[config.mk]
export PLATFORM = sky130hd
export DESIGN_NAME = hazard_control_unit
export DESIGN_NICKNAME = d
export VERILOG_FILES = /design/src/rtl/hcu_pkg.sv /design/src/rtl/hcu_sat_counter.sv /design/src/rtl/hazard_control_unit.sv
export SDC_FILE = /design/constraint.sdc
export NUM_CORES = 1
export LEC_CHECK = 0
export BUFFER_PORTS_ARGS = -buffer_cell sky130_fd_sc_hd__clkbuf_2
export CAP_MARGIN = 20
export CORE_UTILIZATION = 40
export DETAILED_ROUTE_END_ITERATION = 6
export PLACE_DENSITY = 0.6
export SLEW_MARGIN = 20
export SYNTH_ARGS = -nofsm -noshare
export SYNTH_HDL_FRONTEND = slang
export SYNTH_SLANG_ARGS = --single-unit
[constraint.sdc]
create_clock -name clk -period 3.9 [get_ports clk]
set_clock_uncertainty 0.15 [all_clocks]
set_input_delay 0.39 -clock clk [delete_from_list [all_inputs] [get_ports clk]]
set_output_delay 0.39 -clock clk [all_outputs]
set_load 0.02 [all_outputs]
[src/rtl/hcu_pkg.sv]
// -----------------------------------------------------------------------------
// hcu_pkg
// Shared types and decode helpers for the hazard control unit.
//   - hcu_state_e : front-end control state (RUN / FLUSH)
//   - opcode group constants for jumps and flag-conditional branches
//   - is_taken()  : decides whether the ID instruction transfers control
// -----------------------------------------------------------------------------
package hcu_pkg;

  typedef enum logic [0:0] {
    RUN   = 1'b0,
    FLUSH = 1'b1
  } hcu_state_e;

  // Unconditional transfers: one exact opcode plus a four-opcode group.
  localparam logic [5:0] JMP_OPC = 6'b111100;
  localparam logic [3:0] JMP_GRP = 4'b1110;

  // Conditional branches: opcode[5:3] selects the group, opcode[2:1] the flag test.
  localparam logic [2:0] BR_GRP  = 3'b101;
  localparam logic [1:0] COND_Z  = 2'b00;
  localparam logic [1:0] COND_NZ = 2'b01;
  localparam logic [1:0] COND_C  = 2'b10;
  localparam logic [1:0] COND_NC = 2'b11;

  // Returns 1 when the opcode in ID redirects the PC given the current flags.
  function automatic logic is_taken(input logic [5:0] opcode,
                                    input logic       zero,
                                    input logic       carry);
    logic taken;
    taken = 1'b0;
    if ((opcode == JMP_OPC) || (opcode[5:2] == JMP_GRP)) begin
      taken = 1'b1;
    end else if (opcode[5:3] == BR_GRP) begin
      case (opcode[2:1])
        COND_Z:  taken = zero;
        COND_NZ: taken = ~zero;
        COND_C:  taken = carry;
        COND_NC: taken = ~carry;
        default: taken = 1'b0;
      endcase
    end else begin
      taken = 1'b0;
    end
    return taken;
  endfunction

endpackage

[src/rtl/hcu_sat_counter.sv]
// -----------------------------------------------------------------------------
// hcu_sat_counter
// Saturating up-counter for performance statistics. Sticks at all-ones;
// clear wins over increment in the same cycle.
// Ports:
//   clk, rst_n : clock and asynchronous active-low reset
//   inc        : count one event this cycle
//   clr        : synchronous clear
//   cnt        : current count
// -----------------------------------------------------------------------------
module hcu_sat_counter
  import hcu_pkg::*;
#(
  parameter int CNT_W = 16
) (
  input  logic             clk,
  input  logic             rst_n,
  input  logic             inc,
  input  logic             clr,
  output logic [CNT_W-1:0] cnt
);

  logic [CNT_W-1:0] cnt_q;
  logic [CNT_W-1:0] cnt_d;

  // Next count: clear, saturating increment, or hold.
  always_comb begin
    cnt_d = cnt_q;
    if (clr) begin
      cnt_d = {CNT_W{1'b0}};
    end else if (inc && (cnt_q != {CNT_W{1'b1}})) begin
      cnt_d = cnt_q + CNT_W'(1);
    end else begin
      cnt_d = cnt_q;
    end
  end

  // Count register.
  always_ff @(posedge clk or negedge rst_n) begin
    if (!rst_n) begin
      cnt_q <= {CNT_W{1'b0}};
    end else begin
      cnt_q <= cnt_d;
    end
  end

  assign cnt = cnt_q;

endmodule

[src/rtl/hazard_control_unit.sv]
// -----------------------------------------------------------------------------
// hazard_control_unit
// Pipeline hazard controller beside the ID stage. Stalls on load-use hazards,
// flushes wrong-path fetches for BR_PENALTY cycles after a taken jump/branch
// decided in ID, and freezes the front end while memory is busy.
// Ports:
//   mem_busy                  : freeze front end (all controls low, state holds)
//   ex_mem_read, ex_rd        : load in EX and its destination
//   id_rs/id_rt, id_uses_*    : ID source registers and whether they are read
//   id_opcode, zero, carry    : transfer decode inputs
//   cnt_clr                   : synchronous clear of both counters
//   ld_pc, ld_if_id           : load enables (combinational)
//   if_id_flush, id_ex_flush  : bubble inserts (combinational)
//   br_taken                  : taken transfer decided this cycle
//   stall_cnt, flush_cnt      : saturating load-use stall / IF-ID flush counts
// -----------------------------------------------------------------------------
module hazard_control_unit
  import hcu_pkg::*;
#(
  parameter int REG_AW         = 3,
  parameter int BR_PENALTY     = 1,
  parameter bit REG0_HARDWIRED = 1'b1,
  parameter int CNT_W          = 16
) (
  input  logic              clk,
  input  logic              rst_n,
  input  logic              mem_busy,
  input  logic              ex_mem_read,
  input  logic [REG_AW-1:0] ex_rd,
  input  logic [REG_AW-1:0] id_rs,
  input  logic [REG_AW-1:0] id_rt,
  input  logic              id_uses_rs,
  input  logic              id_uses_rt,
  input  logic [5:0]        id_opcode,
  input  logic              zero,
  input  logic              carry,
  input  logic              cnt_clr,
  output logic              ld_pc,
  output logic              ld_if_id,
  output logic              if_id_flush,
  output logic              id_ex_flush,
  output logic              br_taken,
  output logic [CNT_W-1:0]  stall_cnt,
  output logic [CNT_W-1:0]  flush_cnt
);

  // Remaining flush cycles loaded on a taken transfer (the taken cycle itself
  // is the first flush cycle).
  localparam logic [2:0] REM_INIT = 3'(BR_PENALTY - 1);

  hcu_state_e state_q;
  hcu_state_e state_d;
  logic [2:0] rem_q;
  logic [2:0] rem_d;

  logic lu_s;
  logic taken_s;
  logic rd_nonzero_s;
  logic ld_pc_s;
  logic ld_if_id_s;
  logic if_id_flush_s;
  logic id_ex_flush_s;
  logic br_taken_s;
  logic stall_inc_s;
  logic flush_inc_s;

  // Load-use detection; register 0 is ignored when it is hardwired.
  always_comb begin
    rd_nonzero_s = (REG0_HARDWIRED == 1'b0) || (ex_rd != {REG_AW{1'b0}});
    lu_s = ex_mem_read && rd_nonzero_s &&
           ((id_uses_rs && (ex_rd == id_rs)) || (id_uses_rt && (ex_rd == id_rt)));
    taken_s = is_taken(id_opcode, zero, carry);
  end

  // Next-state and control outputs; priority reset > mem_busy > lu > taken.
  always_comb begin
    state_d       = state_q;
    rem_d         = rem_q;
    ld_pc_s       = 1'b0;
    ld_if_id_s    = 1'b0;
    if_id_flush_s = 1'b0;
    id_ex_flush_s = 1'b0;
    br_taken_s    = 1'b0;
    stall_inc_s   = 1'b0;
    flush_inc_s   = 1'b0;
    if (!rst_n) begin
      // Controls are forced low for the whole time reset is asserted.
      state_d = RUN;
      rem_d   = 3'd0;
    end else if (mem_busy) begin
      // Front end frozen: everything holds.
      state_d = state_q;
      rem_d   = rem_q;
    end else begin
      case (state_q)
        RUN: begin
          if (lu_s) begin
            // Hold PC and IF-ID, bubble into ID-EX; any transfer in ID is
            // decoded again next cycle once the hazard is gone.
            id_ex_flush_s = 1'b1;
            stall_inc_s   = 1'b1;
          end else if (taken_s) begin
            br_taken_s    = 1'b1;
            ld_pc_s       = 1'b1;
            ld_if_id_s    = 1'b1;
            if_id_flush_s = 1'b1;
            flush_inc_s   = 1'b1;
            if (BR_PENALTY > 1) begin
              state_d = FLUSH;
              rem_d   = REM_INIT;
            end else begin
              state_d = RUN;
              rem_d   = 3'd0;
            end
          end else begin
            ld_pc_s    = 1'b1;
            ld_if_id_s = 1'b1;
          end
        end
        FLUSH: begin
          // ID holds a squashed fetch, so hazards and transfers are ignored.
          ld_pc_s       = 1'b1;
          ld_if_id_s    = 1'b1;
          if_id_flush_s = 1'b1;
          flush_inc_s   = 1'b1;
          if (rem_q <= 3'd1) begin
            state_d = RUN;
            rem_d   = 3'd0;
          end else begin
            state_d = FLUSH;
            rem_d   = rem_q - 3'd1;
          end
        end
        default: begin
          state_d = RUN;
          rem_d   = 3'd0;
        end
      endcase
    end
  end

  // FSM state and remaining-flush counter.
  always_ff @(posedge clk or negedge rst_n) begin
    if (!rst_n) begin
      state_q <= RUN;
      rem_q   <= 3'd0;
    end else begin
      state_q <= state_d;
      rem_q   <= rem_d;
    end
  end

  assign ld_pc       = ld_pc_s;
  assign ld_if_id    = ld_if_id_s;
  assign if_id_flush = if_id_flush_s;
  assign id_ex_flush = id_ex_flush_s;
  assign br_taken    = br_taken_s;

  hcu_sat_counter #(.CNT_W(CNT_W)) u_stall_cnt (
    .clk   (clk),
    .rst_n (rst_n),
    .inc   (stall_inc_s),
    .clr   (cnt_clr),
    .cnt   (stall_cnt)
  );

  hcu_sat_counter #(.CNT_W(CNT_W)) u_flush_cnt (
    .clk   (clk),
    .rst_n (rst_n),
    .inc   (flush_inc_s),
    .clr   (cnt_clr),
    .cnt   (flush_cnt)
  );

endmodule

After elaboration in Yosys (flattened, before gate mapping)
Index checks and enable logic that the tools add are counted.
- bits in registers: 36
- latch bits: 0
- memory bits (writable): 0
- ROM bits: 0
- input bits: 24
- output and inout port bits: 37
- logic and storage cells: 70
- memories kept: 0
- $add $sub $neg: 3
- multipliers: 0
- divide/modulo/power cells: 0
- magnitude comparators: 1
- equality and inequality tests: 13
- shift operators: 0
- mux-type cells: 33
- bitwise operators: 3
- reductions and logical operators: 13
- operator list (kind ; number):
    two-way mux 16 bit ; 4
    adder 16 x 1 -> 16 bit, second input constant ; 2
    inequality test 16 bit, second input constant ; 2
    two-way mux 1 bit ; 19
    two-way mux 3 bit ; 5
    == test 3 bit ; 2
    == test 6 bit, second input constant ; 1
    logical AND 1 bit ; 6
    inequality test 3 bit, second input constant ; 2
    case mux 1 bit (2 select lines) ; 3
    case mux 3 bit (2 select lines) ; 1
    == test 2 bit, second input constant ; 2
    == test 4 bit, second input constant ; 1
    case mux 1 bit (4 select lines) ; 1
    nonzero test 2 bit ; 2
    == test 3 bit, second input constant ; 1
    <= comparator 3 x 1 -> 1 bit, second input constant ; 1
    inverter 1 bit ; 3
    AND reduction 3 bit ; 1
    nonzero test 3 bit ; 1
    subtractor 3 x 1 -> 3 bit, second input constant ; 1
    == test 2 x 1 -> 1 bit, second input constant ; 1
    zero test 2 bit ; 1
    logical OR 1 bit ; 2
    inequality test 2 bit, second input constant ; 1

Logic depth before layout (Yosys ltp)
Gate-level depths: netlist (run 1).
- depth in word-level cells: 12
- depth in mapped cells: 8
- mapped depth without buffers: 7

Modules after synthesis
From an unflattened synthesis (run 1), not the netlist that was laid out.
- cells, all modules: 245
- area, all modules: 2288.4 um^2
- by module, submodules not included (module ; instances ; cells an instance ; area an instance (um^2) ; seq. area each (um^2)):
    hcu_sat_counter (u_flush_cnt) ; 1 ; 98 ; 942.2 ; 400.4
    hcu_sat_counter (u_stall_cnt) ; 1 ; 96 ; 900.9 ; 400.4
    hazard_control_unit ; 1 ; 51 ; 445.4 ; 100.1

Least setup slack after synthesis (run 1)
OpenSTA, ideal clock, no wires.
- path type: in2out
- from: in id_opcode[2]
- to: out if_id_flush
- data arrival time: 1.620 ns
- required time: 3.360 ns
- setup slack: 1.740 ns
- stages on the path: 7
- path buffers: 2
- path through: mux2i_1 > xnor2_1 > o2111ai_1 > o21ba_2 > buf_6 > buf_2 > nor2_1
- word-level cells in the longest chain between the ends: 9
- elaborated cells between the ends (all ways): 15
- classes of those cells: eq/ne: 5; mux: 8; reduce/logical: 2
- ends and longest elaborated chain (item ; line ; source):
    from (decl) ; hazard_control_unit.sv:34 ; input logic [5:0] id_opcode,
    == test 2 bit, or another cell as far along ; hcu_pkg.sv:35 ; case (opcode[2:1])
    case mux 1 bit (4 select lines) ; hcu_pkg.sv:35 ;
    two-way mux 1 bit ; hcu_pkg.sv:34 ; end else if (opcode[5:3] == BR_GRP) begin
    two-way mux 1 bit (*) ; hcu_pkg.sv:32 ; if ((opcode == JMP_OPC) || (opcode[5:2] == JMP_GRP)) begin
    two-way mux 1 bit (*) ; hazard_control_unit.sv:102 ; end else if (taken_s) begin
    two-way mux 1 bit (*) ; hazard_control_unit.sv:97 ; if (lu_s) begin
    case mux 1 bit (2 select lines) (*) ; hazard_control_unit.sv:95 ; case (state_q)
    two-way mux 1 bit (*) ; hazard_control_unit.sv:90 ; end else if (mem_busy) begin
    two-way mux 1 bit (*) ; hazard_control_unit.sv:86 ; if (!rst_n) begin
    to (decl) ; hazard_control_unit.sv:40 ; output logic if_id_flush,
Mark *: on every way between the ends. The rest lies on a longest branch, timed or not.

Worst setup path in the final report (run 1)
- from: in rst_n
- to: out id_ex_flush
- word-level cells in the longest chain between the ends: 1
- ends and longest elaborated chain (item ; line ; source):
    from (decl) ; hazard_control_unit.sv:26 ; input logic rst_n,
    two-way mux 1 bit ; hazard_control_unit.sv:86 ;
    to (decl) ; hazard_control_unit.sv:41 ; output logic id_ex_flush,
Every way passes these cells.

==> metrics.txt, run 1 <==
# TYPE chip_impl_metric gauge
chip_impl_info{name="result_of_the_run",value="completed"} 1
chip_impl_metric{name="worstPathArrival",unit="ns"} 2.69
chip_impl_metric{name="post-dp-hpwl",unit="microns"} 3530
chip_impl_metric{name="synthesized_area_fraction_occupied_by_adder_cells",unit="%"} 2.34
chip_impl_info{name="worst_setup_start_kind",value="input pin"} 1
chip_impl_info{name="critical-path-top-cell-by-count",value="clkbuf_2"} 1
chip_impl_metric{name="critPathBufInv",unit=""} 4
chip_impl_metric{name="postSynthAreaPerCell",unit="sq um"} 9.20
chip_impl_metric{name="final_min_period_over_clock_period",unit="%"} 82.9
chip_impl_metric{name="antenna_violations_before_repair",unit=""} 0
chip_impl_info{name="setup.worst_path.end_class",value="primary output"} 1
chip_impl_metric{name="achievable-frequency",unit="GHz"} 0.309
chip_impl_metric{name="synthDistinctLibCells",unit=""} 42
chip_impl_info{name="synthMostInstantiatedCell",value="dfrtp_1"} 1
chip_impl_metric{name="drt_first_pass_iters",unit=""} 4
chip_impl_info{name="min-delay-path-class",value="in2reg"} 1
chip_impl_info{name="ys_top_cells_by_area",value="dfrtp_1 42%, xnor2_1 6.9%, nor2_1 5.1%"} 1
chip_impl_metric{name="max_stage_delay",unit="ns"} 0.59
chip_impl_metric{name="wire_per_inst",unit="microns"} 13.6
chip_impl_info{name="path_cells",value="dlygate4sd3_1 > clkbuf_2 > nand2b_1 > a2111o_1 > inv_1 > clkbuf_2"} 1
chip_impl_metric{name="die_footprint",unit="sq mm"} 0.00566
chip_impl_metric{name="floorplan.core_area",unit="sq mm"} 0.00514
chip_impl_metric{name="post_synth_instance_area",unit="sq mm"} 0.00214
chip_impl_metric{name="portbufs",unit=""} 60
chip_impl_info{name="critical_path.reg2reg.startpoint",value="u_flush_cnt.cnt[0]"} 1
chip_impl_metric{name="overall_fraction_of_global_route_tracks_in_use",unit="%"} 18.5
chip_impl_metric{name="power-per-cell-area",unit="mW/mm^2"} 277
chip_impl_metric{name="slew-limit-headroom",unit="%"} 51.3
chip_impl_info{name="crit_type",value="in2out"} 1
chip_impl_metric{name="clk_latency",unit="ns"} 0.28
chip_impl_metric{name="worst-slew-pin-transition",unit="ns"} 0.731
chip_impl_metric{name="share_of_post_route_cells_with_drive_strength_above_1",unit="%"} 26.6
chip_impl_info{name="crit_path_start",value="rst_n"} 1
chip_impl_metric{name="timing.reg2reg.setup_slack",unit="ns"} 1.57
chip_impl_info{name="synth_flop_cell",value="dfrtp_1"} 1
chip_impl_metric{name="detailroute.via_count",unit=""} 1938
chip_impl_metric{name="clk_pin_slew",unit="ns"} 0.07
chip_impl_metric{name="postSynth.asyncResetShare",unit="%"} 100
chip_impl_metric{name="floorplan.io_pins",unit=""} 61
chip_impl_metric{name="via_per_inst",unit=""} 5.34
chip_impl_metric{name="synth-xor-area-share",unit="%"} 8.17
chip_impl_metric{name="synth_mux_area_share",unit="%"} 4.03
chip_impl_metric{name="die_height",unit="microns"} 75.2
chip_impl_metric{name="finalWirelength",unit="microns"} 4950
chip_impl_info{name="cts_tree",value="yes"} 1
chip_impl_metric{name="postSynthCellCount",unit=""} 233
chip_impl_metric{name="antenna_cells_inserted",unit=""} 0
chip_impl_metric{name="synth_simple_gate_area_share",unit="%"} 28.5
chip_impl_metric{name="first_iter_violations",unit=""} 85
chip_impl_metric{name="synth.top_cell.area_share",unit="%"} 42.0
chip_impl_info{name="timing.critical_path.to",value="id_ex_flush"} 1
chip_impl_metric{name="timing.setup.tns",unit="ns"} 0
chip_impl_metric{name="tritoncts.num_buffers",unit=""} 5
chip_impl_metric{name="synth_seq_area_share",unit="%"} 42.0
chip_impl_info{name="rr_endpoint",value="u_flush_cnt.cnt[4]"} 1
chip_impl_info{name="synth_top_cells_by_count",value="36 x dfrtp_1, 29 x nor2_1, 17 x xnor2_1"} 1
chip_impl_metric{name="area.growth.synth_to_final",unit="%"} 20.8
chip_impl_metric{name="fp.dieW",unit="microns"} 75.2
chip_impl_info{name="critPathTopFamily",value="buffers and inverters"} 1
chip_impl_metric{name="routability_cong",unit=""} 0.751
chip_impl_metric{name="cts.sinks",unit=""} 36
chip_impl_metric{name="critical_path_cell_count",unit=""} 6
chip_impl_metric{name="crit_path_required_time",unit="ns"} 3.36
chip_impl_metric{name="initial_core_util",unit="%"} 41.7
chip_impl_metric{name="number_of_drc_violations_after_detailed_routing",unit=""} 0
chip_impl_metric{name="synth_enable_flop_cells",unit=""} 0
chip_impl_metric{name="total_leakage_power",unit="nW"} 1.14
chip_impl_metric{name="grt_remaining_overflow",unit=""} 0
chip_impl_info{name="synth_top_family_by_area",value="simple AND/OR/NAND/NOR gates"} 1
chip_impl_metric{name="drv_cap",unit=""} 0
chip_impl_metric{name="timing.reg2reg.worst_path_depth",unit=""} 7
chip_impl_info{name="rsz_0062_raised_after_global_routing",value="false"} 1
chip_impl_metric{name="finalWorstPathRequiredPeriod",unit="ns"} 3.23
chip_impl_metric{name="final_number_of_hold_violating_endpoints",unit=""} 0
chip_impl_info{name="ctsRootBufferMaster",value="clkbuf_8"} 1
chip_impl_metric{name="htreeDepth",unit=""} 2
chip_impl_metric{name="route.antenna.remaining_nets",unit=""} 0
chip_impl_metric{name="core.rowCount",unit=""} 26
chip_impl_metric{name="worstPathMaxFanout",unit=""} 21
chip_impl_metric{name="timing_max_transition_violations_final",unit=""} 0
chip_impl_metric{name="syn_nets",unit=""} 261
chip_impl_metric{name="compound_gate_portion_of_the_synthesized_area",unit="%"} 11.4
chip_impl_metric{name="instance_count_along_the_most_critical_hold_path",unit=""} 2
chip_impl_metric{name="utilization",unit="%"} 50.4
chip_impl_metric{name="setup_violations",unit=""} 0
chip_impl_metric{name="peakVddDrop",unit="uV"} 199
chip_impl_metric{name="grt_pass1_wl",unit="microns"} 7820
chip_impl_metric{name="number_of_global_route_vias_before_repair",unit=""} 1663
chip_impl_metric{name="pin_count_of_the_biggest_net_entering_global_routing",unit=""} 39
chip_impl_info{name="netlist.top_cell.by_area",value="dfrtp_1"} 1
chip_impl_metric{name="synth_seq_cells",unit=""} 36
chip_impl_info{name="cpMaxStageDelayCell",value="a2111o_1"} 1
chip_impl_metric{name="clk_path_buf_depth",unit=""} 2
chip_impl_metric{name="final_nets",unit=""} 321
chip_impl_metric{name="synthesis.yosys.warnings",unit=""} 0
-- per-layer routing --
layer  part of all wire [%]  routed length, microns  GRT usage, %  vias to the layer above
met4                    1.2                      57          6.17                        0
met2                     44                    2190          28.5                       58
met3                    5.3                     264          3.75                        5
met1                     49                    2440          26.0                      915
met5                      0                       0             0                        -
li1                       -                       -             -                      960
-- metrics by stage --
step,worst slack (ns),instances,hold WS (ns),cell area (sq um),power (mW)
floorplan,1.74,233,-0.0556,2140,0.414
finish,0.669,363,0.282,2590,0.718
detailed placement,1.11,355,0.252,2480,0.443
global placement,1.18,355,0.246,2480,0.442
global route,0.440,363,0.286,2590,0.749
CTS,0.586,363,0.276,2590,0.728
-- flip-flops by register name (all words and copies together), names as in the netlist --
| signal | flops |
|---|---|
| u_flush_cnt.cnt | 16 |
| u_stall_cnt.cnt | 16 |
| rem_q | 3 |
| state_q | 1 |
-- final cells by class --
cell class              instances  area (sq um)
clock buffers                   7          96.3
fillers                       544          2550
inverters                       5          18.8
multi-input cells             183          1170
flip-flops and latches         36           901
well taps                      70          87.6
repair buffers                 62           318
-- cell families (layout without fill, tap and decap cells) --
logic type / count (synthesis) / after routing
flip-flops: 36 / 36
buffers and inverters: 14 / 74
AND/OR/NAND/NOR: 113 / 113
adder cells (fa/ha/maj): 4 / 4
XOR/XNOR: 20 / 20
multiplexers: 8 / 8
AO/OA/AOI/OAI: 38 / 38
-- report_power, final --
group          switching, mW  internal (mW)  leakage, nW  total (mW)
Clock                  0.126          0.157       0.0503       0.283
Combinational         0.0391         0.0217        0.586      0.0608
Sequential          0.000596          0.374        0.503       0.374
-- worst min-delay path by stage --
stage | end | from
2_1_floorplan | rem_q[0] | rst_n
3_3_place_gp | u_flush_cnt.cnt[3] | rst_n
3_5_place_dp | u_flush_cnt.cnt[3] | rst_n
4_1_cts | state_q | mem_busy
5_1_grt | state_q | mem_busy
6_report | state_q | mem_busy
-- what timing repair did --
item,in CTS,in global routing
hold buffers,1,0
hold endpoints to repair,18,0
resized for setup,0,0
buffers inserted,0,0
-- worst register-to-register path, stage by stage, from the launching register on --
cell and delay [ns]:
dfrtp_1 0.41, ha_1 0.23, nand2_1 0.14, nor2_1 0.12, nand4_1 0.22, nand2_1 0.25
nor4b_1 0.33, mux2_2 0.37
-- cell usage in the layout, fill, tap and decap left out, types with 7 or more instances in the layout --
cell type	n
a21oi_1	15
clkbuf_2	60
clkbuf_8	7
dfrtp_1	36
nand2_1	15
nand3_1	14
nand4_1	9
nor2_1	29
nor2b_1	7
xnor2_1	17
Power figures use the tool's default switching activity.
==> run 2: changes to the inputs <==
Clock period 3.9 ns to 3 ns, I/O delays scaled along.
==> run 2 against run 1 <==
Worst setup slack lost 0.18 ns. Die area unchanged. Sequential share of layout area increased by 0.050 points. Final cell count rose by 0.55%. Sequential power is 30% higher. Register-to-register slack worse by 0.87 ns. Critical path depth did not move. Highest routed layer unchanged. Combinational power rose by 32%.
==> metrics.txt, run 2 (synthesis results as in run 1) <==
# TYPE chip_impl_metric gauge
chip_impl_info{name="result_of_the_run",value="completed"} 1
chip_impl_metric{name="area.growth.synth_to_final",unit="%"} 20.7
chip_impl_metric{name="final_min_period_over_clock_period",unit="%"} 83.8
chip_impl_info{name="rsz_0062_raised_after_global_routing",value="false"} 1
chip_impl_metric{name="portbufs",unit=""} 60
chip_impl_metric{name="antenna_cells_inserted",unit=""} 0
chip_impl_metric{name="achievable-frequency",unit="GHz"} 0.398
chip_impl_metric{name="floorplan.core_area",unit="sq mm"} 0.00514
chip_impl_metric{name="initial_core_util",unit="%"} 41.7
chip_impl_metric{name="grt_pass1_wl",unit="microns"} 7890
chip_impl_metric{name="timing.reg2reg.worst_path_depth",unit=""} 6
chip_impl_info{name="setup.worst_path.end_class",value="primary output"} 1
chip_impl_metric{name="clk_path_buf_depth",unit=""} 2
chip_impl_metric{name="post_cts.resized_instances",unit=""} 0
chip_impl_metric{name="slew-limit-headroom",unit="%"} 50.1
chip_impl_metric{name="timing.hold.ws",unit="ns"} 0.195
chip_impl_metric{name="final_nets",unit=""} 323
chip_impl_metric{name="total_leakage_power",unit="nW"} 1.14
chip_impl_metric{name="overall_fraction_of_global_route_tracks_in_use",unit="%"} 18.9
chip_impl_metric{name="number_of_global_route_vias_before_repair",unit=""} 1728
chip_impl_metric{name="instance_count_along_the_most_critical_hold_path",unit=""} 2
chip_impl_info{name="crit_type",value="in2out"} 1
chip_impl_metric{name="fp.dieW",unit="microns"} 75.2
chip_impl_metric{name="clk_pin_slew",unit="ns"} 0.07
chip_impl_metric{name="wire_per_inst",unit="microns"} 13.6
chip_impl_metric{name="worstPathArrival",unit="ns"} 2.06
chip_impl_metric{name="post_cts.repair.setup_buffers",unit=""} 0
chip_impl_metric{name="peakVddDrop",unit="uV"} 215
chip_impl_metric{name="timing_max_transition_violations_final",unit=""} 0
chip_impl_info{name="path_cells",value="dlygate4sd3_1 > clkbuf_2 > nand2b_1 > a2111o_1 > inv_1 > clkbuf_2"} 1
chip_impl_metric{name="max_stage_delay",unit="ns"} 0.55
chip_impl_metric{name="power.switching",unit="mW"} 0.216
chip_impl_info{name="critPathTopFamily",value="buffers and inverters"} 1
chip_impl_metric{name="cellInternalPower",unit="mW"} 0.674
chip_impl_info{name="layout.cells.most_common",value="clkbuf_2"} 1
chip_impl_metric{name="grt_remaining_overflow",unit=""} 0
chip_impl_info{name="top_library_cells_by_usage_in_the_layout_fill_and_taps_aside",value="60 x clkbuf_2, 36 x dfrtp_1, 29 x nor2_1"} 1
chip_impl_metric{name="cts_hold_repair.buffers",unit=""} 1
chip_impl_info{name="worst_setup_start_kind",value="input pin"} 1
chip_impl_metric{name="power-per-cell-area",unit="mW/mm^2"} 344
chip_impl_metric{name="via_per_inst",unit=""} 5.27
chip_impl_metric{name="htreeDepth",unit=""} 2
chip_impl_metric{name="post-dp-hpwl",unit="microns"} 3530
chip_impl_metric{name="timing.setup.tns",unit="ns"} 0
chip_impl_metric{name="cts.sinks",unit=""} 36
chip_impl_metric{name="worstPathMaxFanout",unit=""} 12
chip_impl_info{name="ctsRootBufferMaster",value="clkbuf_8"} 1
chip_impl_metric{name="route.antenna.remaining_nets",unit=""} 0
chip_impl_metric{name="floorplan.io_pins",unit=""} 61
chip_impl_info{name="cpMaxStageDelayCell",value="a2111o_1"} 1
chip_impl_metric{name="share_of_post_route_cells_with_drive_strength_above_1",unit="%"} 26.8
chip_impl_metric{name="die_height",unit="microns"} 75.2
chip_impl_metric{name="power_frac_comb",unit="%"} 9.0
chip_impl_metric{name="power_frac_seq",unit="%"} 54.7
chip_impl_metric{name="clk_latency",unit="ns"} 0.29
chip_impl_metric{name="antenna_violations_before_repair",unit=""} 0
chip_impl_metric{name="clock_power_share",unit="%"} 36.2
chip_impl_metric{name="core.rowCount",unit=""} 26
chip_impl_metric{name="die_footprint",unit="sq mm"} 0.00566
chip_impl_info{name="cts_tree",value="yes"} 1
chip_impl_metric{name="routability_cong",unit=""} 0.782
chip_impl_metric{name="finalWorstPathRequiredPeriod",unit="ns"} 2.51
chip_impl_metric{name="finalWirelength",unit="microns"} 4960
chip_impl_metric{name="critPathBufInv",unit=""} 4
chip_impl_metric{name="first_iter_violations",unit=""} 99
chip_impl_metric{name="final_number_of_hold_violating_endpoints",unit=""} 0
chip_impl_metric{name="drv_cap",unit=""} 0
chip_impl_metric{name="power_switching_share",unit="%"} 24.2
chip_impl_metric{name="critical_path_cell_count",unit=""} 6
chip_impl_metric{name="drt_first_pass_iters",unit=""} 4
chip_impl_metric{name="detailroute.via_count",unit=""} 1922
chip_impl_metric{name="setup_violations",unit=""} 0
chip_impl_metric{name="crit_path_required_time",unit="ns"} 2.55
chip_impl_metric{name="number_of_drc_violations_after_detailed_routing",unit=""} 0
chip_impl_metric{name="tritoncts.num_buffers",unit=""} 5
chip_impl_info{name="critical-path-top-cell-by-count",value="clkbuf_2"} 1
chip_impl_info{name="min-delay-path-class",value="in2reg"} 1
chip_impl_metric{name="pin_count_of_the_biggest_net_entering_global_routing",unit=""} 39
chip_impl_metric{name="worst-slew-pin-transition",unit="ns"} 0.748
## run 2: changes by cell type in the layout (fill, tap and decap cells not counted), sizes merged
cell / previous run / this run
clkbuf: 67 / 66
clkinv: 0 / 1
buf: 1 / 3
## run 2: power by group through the flow
stage	Sequential, mW	Combinational (mW)	Clock [mW]
floorplan	0.497	0.0418	0
global placement	0.496	0.0802	0
detailed placement	0.496	0.0808	0
CTS	0.486	0.0821	0.337
global route	0.486	0.0903	0.359
finish	0.487	0.0803	0.322
## run 2: per-stage QoR
step	total power [mW]	worst slack (ns)	cells	util, %	instance area, sq um
finish	0.889	0.485	365	50.3	2590
global route	0.935	0.383	365	50.3	2590
CTS	0.905	0.472	365	50.3	2590
detailed placement	0.577	0.626	357	48.6	2500
global placement	0.576	0.695	357	48.6	2500
floorplan	0.538	0.876	233	-	2140
## run 2: worst paths after layout
check | startpoint | to | slack, ns
max | rst_n | id_ex_flush | 0.49
min | mem_busy | state_q | 0.20
max reg2reg | u_flush_cnt.cnt[3] | u_flush_cnt.cnt[9] | 0.70
min reg2reg | rem_q[2] | rem_q[2] | 0.36
max in group asynchronous | rst_n | u_stall_cnt.cnt[1] | 2.05
min in group asynchronous | rst_n | u_flush_cnt.cnt[5] | 0.39
## run 2: area by class of cell
class                           count  area (sq um)
Multi-Input combinational cell    183          1170
Clock buffer                        6          72.6
Clock inverter                      1          5.00
Inverter                            5          18.8
Fill cell                         535          2550
Timing Repair Buffer               64           333
Sequential cell                    36           901
Tap cell                           70          87.6
## run 2: worst reg2reg max path, stage by stage (launching register included)
cell and delay (ns):
dfrtp_1 0.43, nand4_1 0.26, nor2_1 0.33, nand4_1 0.30
nand2_1 0.33, nor4_1 0.10, mux2_2 0.30
## run 2: routing by layer
metal / part of all wire [%] / GRT usage, % / vias to the layer above
met5: 0 / 0 / -
met1: 49 / 25.9 / 893
met4: 1.6 / 6.79 / 0
li1: - / - / 966
met3: 5.3 / 4.95 / 6
met2: 44 / 28.9 / 57
==> run 3: changes to the inputs <==
Settings changed: PLACE_DENSITY 0.6 to 0.63.
Clock period 3 ns to 2.2 ns, I/O delays scaled along.
==> run 3 against run 2 <==
Total power grew 52%. Combinational power rose by 47%. Worst setup slack worse by 0.32 ns. Register-to-register slack worse by 0.54 ns. Final cell count up 5.5%. Design area is 7.0% higher. Critical path depth increased by 1. Sequential share of layout area down 2.3 points. Critical path type is now reg2reg.
==> metrics.txt, run 3 (synthesis results as in run 1) <==
# TYPE chip_impl_metric gauge
chip_impl_info{name="result_of_the_run",value="completed"} 1
chip_impl_metric{name="core.rowCount",unit=""} 26
chip_impl_info{name="setup.worst_path.end_class",value="flop"} 1
chip_impl_metric{name="drt_first_pass_iters",unit=""} 4
chip_impl_info{name="layout.cells.most_common",value="clkbuf_2"} 1
chip_impl_info{name="top_library_cells_by_usage_in_the_layout_fill_and_taps_aside",value="60 x clkbuf_2, 36 x dfrtp_1, 29 x nor2_1"} 1
chip_impl_info{name="ctsRootBufferMaster",value="clkbuf_8"} 1
chip_impl_metric{name="cts.sinks",unit=""} 36
chip_impl_metric{name="routability_cong",unit=""} 0.779
chip_impl_metric{name="overall_fraction_of_global_route_tracks_in_use",unit="%"} 18.4
chip_impl_metric{name="peakVddDrop",unit="uV"} 256
chip_impl_metric{name="tritoncts.num_buffers",unit=""} 5
chip_impl_metric{name="detailroute.via_count",unit=""} 2012
chip_impl_metric{name="fp.dieW",unit="microns"} 75.2
chip_impl_metric{name="post_cts.repair.setup_buffers",unit=""} 0
chip_impl_metric{name="wire_per_inst",unit="microns"} 12.9
chip_impl_metric{name="timing.reg2reg.setup_slack",unit="ns"} 0.16
chip_impl_metric{name="power.switching",unit="mW"} 0.309
chip_impl_metric{name="area.growth.synth_to_final",unit="%"} 29.1
chip_impl_metric{name="die_height",unit="microns"} 75.2
chip_impl_metric{name="achievable-frequency",unit="GHz"} 0.491
chip_impl_metric{name="finalWirelength",unit="microns"} 4960
chip_impl_metric{name="number_of_drc_violations_after_detailed_routing",unit=""} 0
chip_impl_metric{name="initial_core_util",unit="%"} 41.7
chip_impl_metric{name="worstPathArrival",unit="ns"} 2.09
chip_impl_metric{name="first_iter_violations",unit=""} 87
chip_impl_metric{name="grt_pass1_wl",unit="microns"} 7960
chip_impl_metric{name="fillCellCount",unit=""} 511
chip_impl_metric{name="htreeDepth",unit=""} 2
chip_impl_metric{name="die_footprint",unit="sq mm"} 0.00566
chip_impl_metric{name="portbufs",unit=""} 60
chip_impl_metric{name="setup_violations",unit=""} 0
chip_impl_metric{name="floorplan.core_area",unit="sq mm"} 0.00514
chip_impl_metric{name="power_frac_comb",unit="%"} 8.7
chip_impl_metric{name="instance_count_along_the_most_critical_hold_path",unit=""} 2
chip_impl_metric{name="slew-limit-headroom",unit="%"} 50.2
chip_impl_info{name="rsz_0062_raised_after_global_routing",value="false"} 1
chip_impl_metric{name="cellInternalPower",unit="mW"} 1.05
chip_impl_info{name="worst_setup_start_kind",value="flop"} 1
chip_impl_metric{name="timing.reg2reg.worst_path_depth",unit=""} 7
chip_impl_metric{name="finalWorstPathRequiredPeriod",unit="ns"} 2.04
chip_impl_metric{name="dp.cells",unit=""} 376
chip_impl_info{name="crit_type",value="reg2reg"} 1
chip_impl_info{name="crit_path_start",value="u_flush_cnt.cnt[1]"} 1
chip_impl_metric{name="final_number_of_hold_violating_endpoints",unit=""} 0
chip_impl_metric{name="timing_max_transition_violations_final",unit=""} 0
chip_impl_metric{name="worstPathMaxFanout",unit=""} 6
chip_impl_metric{name="post_layout_nonfiller_instances",unit=""} 385
chip_impl_metric{name="number_of_global_route_vias_before_repair",unit=""} 1798
chip_impl_metric{name="floorplan.io_pins",unit=""} 61
chip_impl_info{name="rr_endpoint",value="u_flush_cnt.cnt[8]"} 1
chip_impl_metric{name="crit_path_required_time",unit="ns"} 2.25
chip_impl_metric{name="power_frac_seq",unit="%"} 48.9
chip_impl_metric{name="clock_power_share",unit="%"} 42.4
chip_impl_metric{name="antenna_cells_inserted",unit=""} 0
chip_impl_metric{name="final_min_period_over_clock_period",unit="%"} 92.6
chip_impl_metric{name="route.antenna.remaining_nets",unit=""} 0
chip_impl_metric{name="share_of_post_route_cells_with_drive_strength_above_1",unit="%"} 32.1
chip_impl_metric{name="final_nets",unit=""} 342
chip_impl_info{name="critical_path.reg2reg.startpoint",value="u_flush_cnt.cnt[1]"} 1
chip_impl_metric{name="clk_latency",unit="ns"} 0.28
chip_impl_metric{name="clk_pin_slew",unit="ns"} 0.07
chip_impl_metric{name="timing.hold.ws",unit="ns"} 0.0992
chip_impl_metric{name="pin_count_of_the_biggest_net_entering_global_routing",unit=""} 42
chip_impl_info{name="worstHoldStart",value="mem_busy"} 1
chip_impl_info{name="min-delay-path-class",value="in2reg"} 1
chip_impl_metric{name="power_switching_share",unit="%"} 22.8
chip_impl_metric{name="power-per-cell-area",unit="mW/mm^2"} 489
chip_impl_metric{name="worst-slew-pin-transition",unit="ns"} 0.747
chip_impl_metric{name="power",unit="mW"} 1.35
chip_impl_metric{name="finish.instance_area",unit="sq mm"} 0.00277
chip_impl_metric{name="clk_path_buf_depth",unit=""} 2
chip_impl_info{name="hold_path_end",value="state_q"} 1
chip_impl_metric{name="drv_cap",unit=""} 0
chip_impl_metric{name="antenna_violations_before_repair",unit=""} 0
chip_impl_metric{name="grt_remaining_overflow",unit=""} 0
chip_impl_metric{name="post-dp-hpwl",unit="microns"} 3630
chip_impl_info{name="cts_tree",value="yes"} 1
chip_impl_metric{name="place_area",unit="sq mm"} 0.00264
chip_impl_metric{name="total_leakage_power",unit="nW"} 1.25
chip_impl_metric{name="via_per_inst",unit=""} 5.23
run 3: cell types whose count changed in the layout (fill, tap and decap cells not counted):
cell,delta
nor4b_1,-1
bufinv_16,+1
nand2_2,+1
nor4b_2,+1
nand2_1,-1
buf_4,+19
run 3: power groups by stage:
| stage | logic (mW) | clock network, mW | registers [mW] |
|---|---|---|---|
| floorplan | 0.0570 | 0 | 0.677 |
| global placement | 0.117 | 0 | 0.676 |
| detailed placement | 0.118 | 0 | 0.676 |
| CTS | 0.120 | 0.594 | 0.662 |
| global route | 0.132 | 0.631 | 0.662 |
| finish | 0.118 | 0.574 | 0.663 |
run 3: metal layers:
layer	GRT usage [%]	wire length (microns)
met5	0	0
met4	3.09	37
met3	4.69	283
met2	30.1	2220
met1	25.1	2420
run 3: repair_timing:
item                       4_1_cts  5_1_grt
hold buffers                     1        0
hold endpoints to repair        36        0
setup endpoints to repair        0        2
gates resized for setup          0        2
run 3: how the worst max path moves through the flow:
stage	end	slack (ns)	cells after the start
floorplan	u_flush_cnt.cnt[4]	0.08	7
global placement	u_flush_cnt.cnt[4]	0.001	7
detailed placement	u_flush_cnt.cnt[4]	-0.03	7
CTS	u_flush_cnt.cnt[4]	0.10	6
global route	u_flush_cnt.cnt[12]	0.008	7
finish	u_flush_cnt.cnt[8]	0.16	7
run 3: layout make-up:
class                   instances  area, sq um  area share [%]
flip-flops and latches         36          901            32.5
inverters                       5         18.8           0.678
well taps                      70         87.6            3.16
multi-input cells             183         1180            42.5
repair buffers                 83          475            17.2
clock inverters                 2         35.0            1.27
clock buffers                   6         72.6            2.62
run 3: critical path: stages, from the launching register on:
cell and delay [ns]:
dfrtp_1 0.42, ha_1 0.21, nand2_1 0.10, nor2_1 0.07, nand4_1 0.17, nand2_1 0.19
or4_1 0.50, a21oi_1 0.15
run 3: per-stage QoR:
step / util, % / setup TNS, ns / worst slack [ns]
floorplan: - / 0 / 0.0757
global placement: 51.4 / 0 / 0.00115
detailed placement: 51.4 / -0.0269 / -0.0269
CTS: 53.7 / 0 / 0.103
global route: 53.8 / 0 / 0.00823
finish: 53.8 / 0 / 0.162
